### config.mk
export PLATFORM = sky130hd
export DESIGN_NAME = multiplier_iterative
export DESIGN_NICKNAME = d
export VERILOG_FILES = /design/src/rtl/multiplier_iterative.sv
export SDC_FILE = /design/constraint.sdc
export NUM_CORES = 1
export LEC_CHECK = 0
export ABC_AREA = 0
export CORE_ASPECT_RATIO = 0.7
export CORE_MARGIN = 5
export CORE_UTILIZATION = 45
export DETAILED_ROUTE_END_ITERATION = 10
export SLEW_MARGIN = 20
export SYNTH_ARGS = -nofsm -noshare
export SYNTH_HDL_FRONTEND = slang
export SYNTH_SLANG_ARGS = --single-unit
export TNS_END_PERCENT = 100
### constraint.sdc
create_clock -name clk -period 7.45 [get_ports clk]
set_input_delay 1.49 -clock clk [delete_from_list [all_inputs] [get_ports clk]]
set_output_delay 1.49 -clock clk [all_outputs]
set_load 0.01 [all_outputs]
### src/rtl/multiplier_iterative.sv
// multiplier_iterative: multi-cycle shift-add multiplier retiring R multiplier
// bits per clock (W/R iterations per product), signed or unsigned per
// operation, valid/ready handshake on operand and result sides.
// Optional feature macro: MULT_ACC_EN adds the acc_clr port and a 2W-bit
// accumulator that sums products across DONE handshakes (wraps mod 2^(2W)).
module multiplier_iterative #(
  parameter int W = 32,
  parameter int R = 2
) (
  input  logic           clk,
  input  logic           rst,
  input  logic           in_valid,
  output logic           in_ready,
  input  logic [W-1:0]   a,
  input  logic [W-1:0]   b,
  input  logic           is_signed,
  output logic           out_valid,
  input  logic           out_ready,
  output logic [2*W-1:0] p,
  output logic           busy
`ifdef MULT_ACC_EN
  ,
  input  logic           acc_clr
`endif
);

  localparam int N  = W / R;
  localparam int CW = (N > 1) ? $clog2(N) : 1;
  localparam logic [CW-1:0] LAST = CW'(N - 1);

  if (W < 2 || R < 1 || R > W || (W % R) != 0) begin : g_param_check
    $error("multiplier_iterative: W must be >= 2 and a multiple of R (1 <= R <= W)");
  end

  typedef enum logic [1:0] {
    S_IDLE = 2'd0,
    S_RUN  = 2'd1,
    S_DONE = 2'd2
  } state_t;

  state_t         r_state;
  state_t         w_state_nxt;

  logic [2*W-1:0] r_mcand;    // |a| pre-shifted to the weight of the current digit
  logic [W-1:0]   r_mplier;   // |b|, consumed R bits at a time from the bottom
  logic [2*W-1:0] r_partial;
  logic           r_neg;
  logic [CW-1:0]  r_cnt;

  logic           w_accept;
  logic           w_last;
  logic [W-1:0]   w_a_mag;
  logic [W-1:0]   w_b_mag;
  logic [2*W-1:0] w_pp;
  logic [2*W-1:0] w_prod;
  logic [2*W-1:0] w_result;

  // Magnitudes; -(-2^(W-1)) wraps to 2^(W-1), which is the correct unsigned value.
  assign w_a_mag = (is_signed && a[W-1]) ? -a : a;
  assign w_b_mag = (is_signed && b[W-1]) ? -b : b;

  assign w_accept = in_valid & in_ready;
  assign w_last   = (r_cnt == LAST);
  assign w_pp     = r_mcand * {{(2*W-R){1'b0}}, r_mplier[R-1:0]};
  assign w_prod   = r_neg ? -r_partial : r_partial;

  // State register
  always_ff @(posedge clk) begin
    if (rst) r_state <= S_IDLE;
    else     r_state <= w_state_nxt;
  end

  // Next-state and handshake outputs
  always_comb begin
    w_state_nxt = r_state;
    in_ready    = 1'b0;
    out_valid   = 1'b0;
    busy        = 1'b0;
    unique case (r_state)
      S_IDLE: begin
        in_ready = 1'b1;
        if (in_valid) w_state_nxt = S_RUN;
      end
      S_RUN: begin
        busy = 1'b1;
        if (w_last) w_state_nxt = S_DONE;
      end
      S_DONE: begin
        busy      = 1'b1;
        out_valid = 1'b1;
        if (out_ready) w_state_nxt = S_IDLE;
      end
      default: w_state_nxt = S_IDLE;
    endcase
  end

  // Operand capture on accept, one shift-add digit per RUN cycle
  always_ff @(posedge clk) begin
    if (rst) begin
      r_mcand   <= '0;
      r_mplier  <= '0;
      r_partial <= '0;
      r_neg     <= 1'b0;
      r_cnt     <= '0;
    end else if (w_accept) begin
      r_mcand   <= {{W{1'b0}}, w_a_mag};
      r_mplier  <= w_b_mag;
      r_partial <= '0;
      r_neg     <= is_signed & (a[W-1] ^ b[W-1]);
      r_cnt     <= '0;
    end else if (r_state == S_RUN) begin
      r_partial <= r_partial + w_pp;
      r_mcand   <= r_mcand << R;
      r_mplier  <= r_mplier >> R;
      r_cnt     <= r_cnt + CW'(1);
    end
  end

`ifdef MULT_ACC_EN
  logic [2*W-1:0] r_acc;
  logic           r_acc_clr;

  assign w_result = (r_acc_clr ? '0 : r_acc) + w_prod;

  // Accumulator commits only when the consumer takes the result
  always_ff @(posedge clk) begin
    if (rst) begin
      r_acc     <= '0;
      r_acc_clr <= 1'b0;
    end else begin
      if (w_accept)              r_acc_clr <= acc_clr;
      if (out_valid & out_ready) r_acc     <= w_result;
    end
  end
`else
  assign w_result = w_prod;
`endif

  assign p = out_valid ? w_result : '0;

endmodule
# Yosys cells after proc, flatten, opt, wreduce, memory -nomap -nowiden
# Cells that the tools add are included.
# totals
ff_bits	167
inputBits	69
output_inout_bits	67
word_cells	44
# op_classes
add_sub_neg	5
n_mul	1
n_eq_ne	6
mux	15
n_bitwise	3
n_reduce_logical	7
# ops
operator	count
$mux W32	6
$mux W64	2
$add A64 B64 Y64	1
$mul A64 B2 Y64	1
$neg A32 Y32	2
$neg A64 Y64	1
$mux W2	3
$ne A2 B2 Y1 const B	3
$pmux W2 S3	1
$add A4 B1 Y4 const B	1
$eq A4 B4 Y1 const B	1
$reduce_or A2 Y1	2
$mux W1	3
$reduce_and A3 Y1	1
$and A1 B1 Y1	2
$eq A2 B1 Y1 const B	1
$eq A2 B2 Y1 const B	1
$logic_and A1 B1 Y1	2
$logic_not A2 Y1	1
$reduce_bool A2 Y1	1
$xor A1 B1 Y1	1

# Logic depth before layout (Yosys ltp)
# depth
depth_word	4
ltp_mapped	17
mapped_depth_nobuf	14

# Least setup slack after synthesis
# No wires, ideal clock.
# synth_timing
kind	reg-to-output
from	register r_partial[6]
to	output port p[42]
arrival_ps	2930
required_ps	5960
setup_slack_ps	3030
stages_incl_launch_ff	10
path_buffers	1
cell_sequence	dfxtp_1 -> or4_4 -> nor4_4 -> nand2_2 -> or4_1 -> buf_2 -> or4_4 -> o41ai_2 -> xnor2_1 -> and2_1
# synth_between
elab_chain_len	3
# synth_lines
item	line_no	text
start, declared	46	logic [2*W-1:0] r_partial;
start signal, assigned	112	r_partial <= r_partial + w_pp;
$neg A64 Y64	65	assign w_prod = r_neg ? -r_partial : r_partial;
$mux W64	65	
$mux W64	139	assign p = out_valid ? w_result : '0;
end, declared	19	output logic [2*W-1:0] p,
# No other way between the ends.

# Worst setup path in the final report
# layout_timing
from	register r_partial[3]
to	output port p[63]
# Same word-level chain as after synthesis.

==> flow_metrics.py <==
metrics = {
    "status": {
        "status": "finished, final reports clean",
    },
    "detailed_routing": {
        "detail-route-antenna-nets": 0,
        "routed_wl_microns": 45700,
        "vias": 14200,
        "drcViolationCount": 0,
        "wl_per_cell_microns": 17.9,
        "initialDrtViolationCount": 1116,
        "first_pass_iters": 6,
        "via_per_inst": 5.55,
    },
    "grt": {
        "grt_max_degree": 125,
        "overflow": 0,
        "top_usage_layer": "met1",
        "gr-usage-met3_pct": 3.76,
        "track_usage_pct": 23.8,
        "grt_use_met1_pct": 36.7,
        "antenna_found_initial": 0,
        "grt_pass1_vias": 13300,
        "grt_pass1_wl_microns": 73500,
        "global_route.usage.met2_pct": 35.1,
    },
    "power_and_ir_drop": {
        "power.density_nw_per_um2": 158,
        "leakage_nw": 7.44,
        "ir_worst_vdd_uv": 158,
    },
    "logic_synthesis": {
        "ys.flop_type": "dfxtp_1",
        "syn_nets": 2225,
        "yosysWarnings": 0,
        "synthCells": 2023,
        "ys_seq_elements": 167,
        "synth_top_area_share_pct": 21.6,
        "async_reset_ff_share_pct": 0,
        "yosys.area.top_type": "dfxtp_1",
        "yosys-top-cells-area": "dfxtp_1 22%, mux2i_1 8.4%, fa_1 8.1%, xnor2_1 6.6%, ha_1 5.7%",
        "postSynthAreaPerCell_sq_um": 7.65,
        "ys_seq_area_share_pct": 21.6,
        "ys_types": 64,
        "syn-cell-area_sq_um": 15500,
        "synth-edff-count": 0,
        "yosysMostFrequentCell": "nand2_1",
        "synth.cells.most_frequent": "214 x nand2_1, 212 x nor2_1, 192 x inv_1",
    },
    "clock_tree": {
        "post-cts-setup-buffers": 0,
        "cts.path.max_buffers": 2,
        "htreeDepth": 4,
        "clk_pin_slew_ps": 70,
        "post_cts_resized": 0,
        "cts-root-buf": "clkbuf_16",
        "cts_tree": "done",
        "numCtsBuffers": 17,
        "cts_hold_buf": 0,
        "clock-sinks": 167,
        "clock_latency_ps": 450,
    },
    "layout": {
        "antenna_cells": 0,
        "fin_util_pct": 52.6,
        "nets": 2280,
        "area_growth_pct": 14.6,
        "layout-drive-gt1-share_pct": 3.20,
        "fin_area_sq_um": 17700,
    },
    "floorplanning": {
        "start_util_pct": 45.9,
        "die_h_microns": 165,
        "die_w_microns": 232,
        "rows": 56,
        "core_area_sq_um": 33700,
        "ios": 136,
        "die-area_sq_um": 38300,
    },
    "worst_setup_path": {
        "r2r_start": "r_mplier[1]",
        "rr_endpoint": "r_partial[62]",
        "cp_max_fo": 6,
        "cp.arrival_ps": 4650,
        "end_kind": "output pin",
        "crit_end": "p[63]",
        "r2r_slack_ps": 2110,
        "required_ps": 5960,
        "path_class": "flop to output pin",
        "start_kind": "flop",
        "r2r_cells": 14,
        "cp-startpoint": "r_partial[3]",
    },
    "placed_design": {
        "hpwl_microns": 35100,
        "place_ws_ps": 1810,
        "placed_area_sq_um": 17100,
        "io_buffers": 135,
        "place_congestion": 0.943,
    },
    "timing": {
        "setup_violations": 0,
        "drv_slew": 0,
        "hold_viol": 0,
        "period_share_pct": 82.4,
        "fin_crit_ps": 6140,
        "relSlewSlack_pct": 33.0,
        "rsz0062_at_grt": "no",
        "fmax_mhz": 163,
        "fin_tns_setup_ps": 0,
        "worst_slack_ps": 1310,
        "tightest_slew_ps": 1010,
        "fin_skew_ps": 12.8,
    },
    "min_path": {
        "hold_path.class": "flop to flop",
        "min_from": "r_mplier[31]",
    },
    "run": {
        "maxCapViolations": 0,
    },
}
[through the flow]
stage               hold WS, ps  power (mW)  instances
floorplan                   460        1.61       2023
global placement            472        1.86       2523
detailed placement          476        1.86       2523
CTS                         485        2.81       2555
global route                524        2.96       2555
finish                      486        2.80       2555
[worst max-delay path, stage by stage (launching register included)]
cell and delay (ps):
dfxtp_1 360, or3_1 420, nor4_1 730, nand3_1 180
or3_1 430, or3_1 370, nor2_1 200, nand2_1 240
o31ai_1 420, xnor2_1 160, and2_1 140, clkdlybuf4s50_1 530
[state kept, by name, indices dropped and copies added (netlist names)]
register and count:
r_partial 64, r_state 2, r_mplier 32, r_cnt 4, r_neg 1, r_mcand 64
[worst min path at each step]
stage | slack (ps) | end | depth (start not counted)
6_report | 490 | r_mplier[31] | 2
5_1_grt | 520 | r_mplier[31] | 2
4_1_cts | 490 | r_mplier[30] | 2
3_5_place_dp | 480 | r_mplier[30] | 2
3_3_place_gp | 470 | r_mplier[30] | 2
2_1_floorplan | 460 | r_mplier[30] | 2
[final cells by class]
type,instances,area [sq um]
Timing Repair Buffer,147,1450
Clock buffer,22,464
Inverter,192,721
Clock inverter,10,144
Multi-Input combinational cell,1553,11000
Sequential cell,167,3350
Tap cell,464,581
Fill cell,3243,16000
[report_power, final]
part / leakage [nW] / internal (mW) / switching, mW / total (mW)
sequential: 1.36 / 0.958 / 0.0865 / 1.04
clock: 0.287 / 0.548 / 0.400 / 0.948
combinational: 5.79 / 0.316 / 0.494 / 0.810
[cells in the final DEF, fill, tap and decap left out, types with 4 or more instances in the layout]
cell             count
nor4_1              16
ha_1                68
a21o_1              35
a221oi_1             6
nor2b_1              9
a21oi_1            115
nand4_1             27
nand2_1            213
o211ai_1             6
xor2_1              60
nand3_1             29
o21bai_1            10
a311oi_1             4
nor2_1             212
o21ai_0             86
o31ai_1             27
clkdlybuf4s50_1    134
or4_1                9
nand2b_1            11
a31o_2               5
buf_4               11
or3_1               18
and2_1              86
o41ai_1             14
xnor2_1            117
o21a_1               8
and4_1               6
mux2i_1            130
fa_1                63
dfxtp_1            164
o22ai_1              5
nor3_1              17
and3_1              17
inv_1              192
a211oi_1            65
clkbuf_16           17
a31oi_1             12
[routing by layer]
metal  vias up  wire length [microns]
met4         0                    660
li1       7007                      -
met2       321                  19100
met5         -                      0
met1      6825                  23700
met3        40                   2250
[kinds of logic (layout without fill, tap and decap cells)]
logic type	count (synthesis)	after routing	share of synthesized area, %
adders and majority gates	133	133	13.8
xor gates and xnor gates	177	177	10.0
DFF	167	167	21.6
and+or+nand+nor	687	687	21.0
AOI/OAI and AO/OA	423	423	17.6
muxes	133	133	8.63
buffers and inverters	303	371	7.36
(Power assumes the default switching activity.)
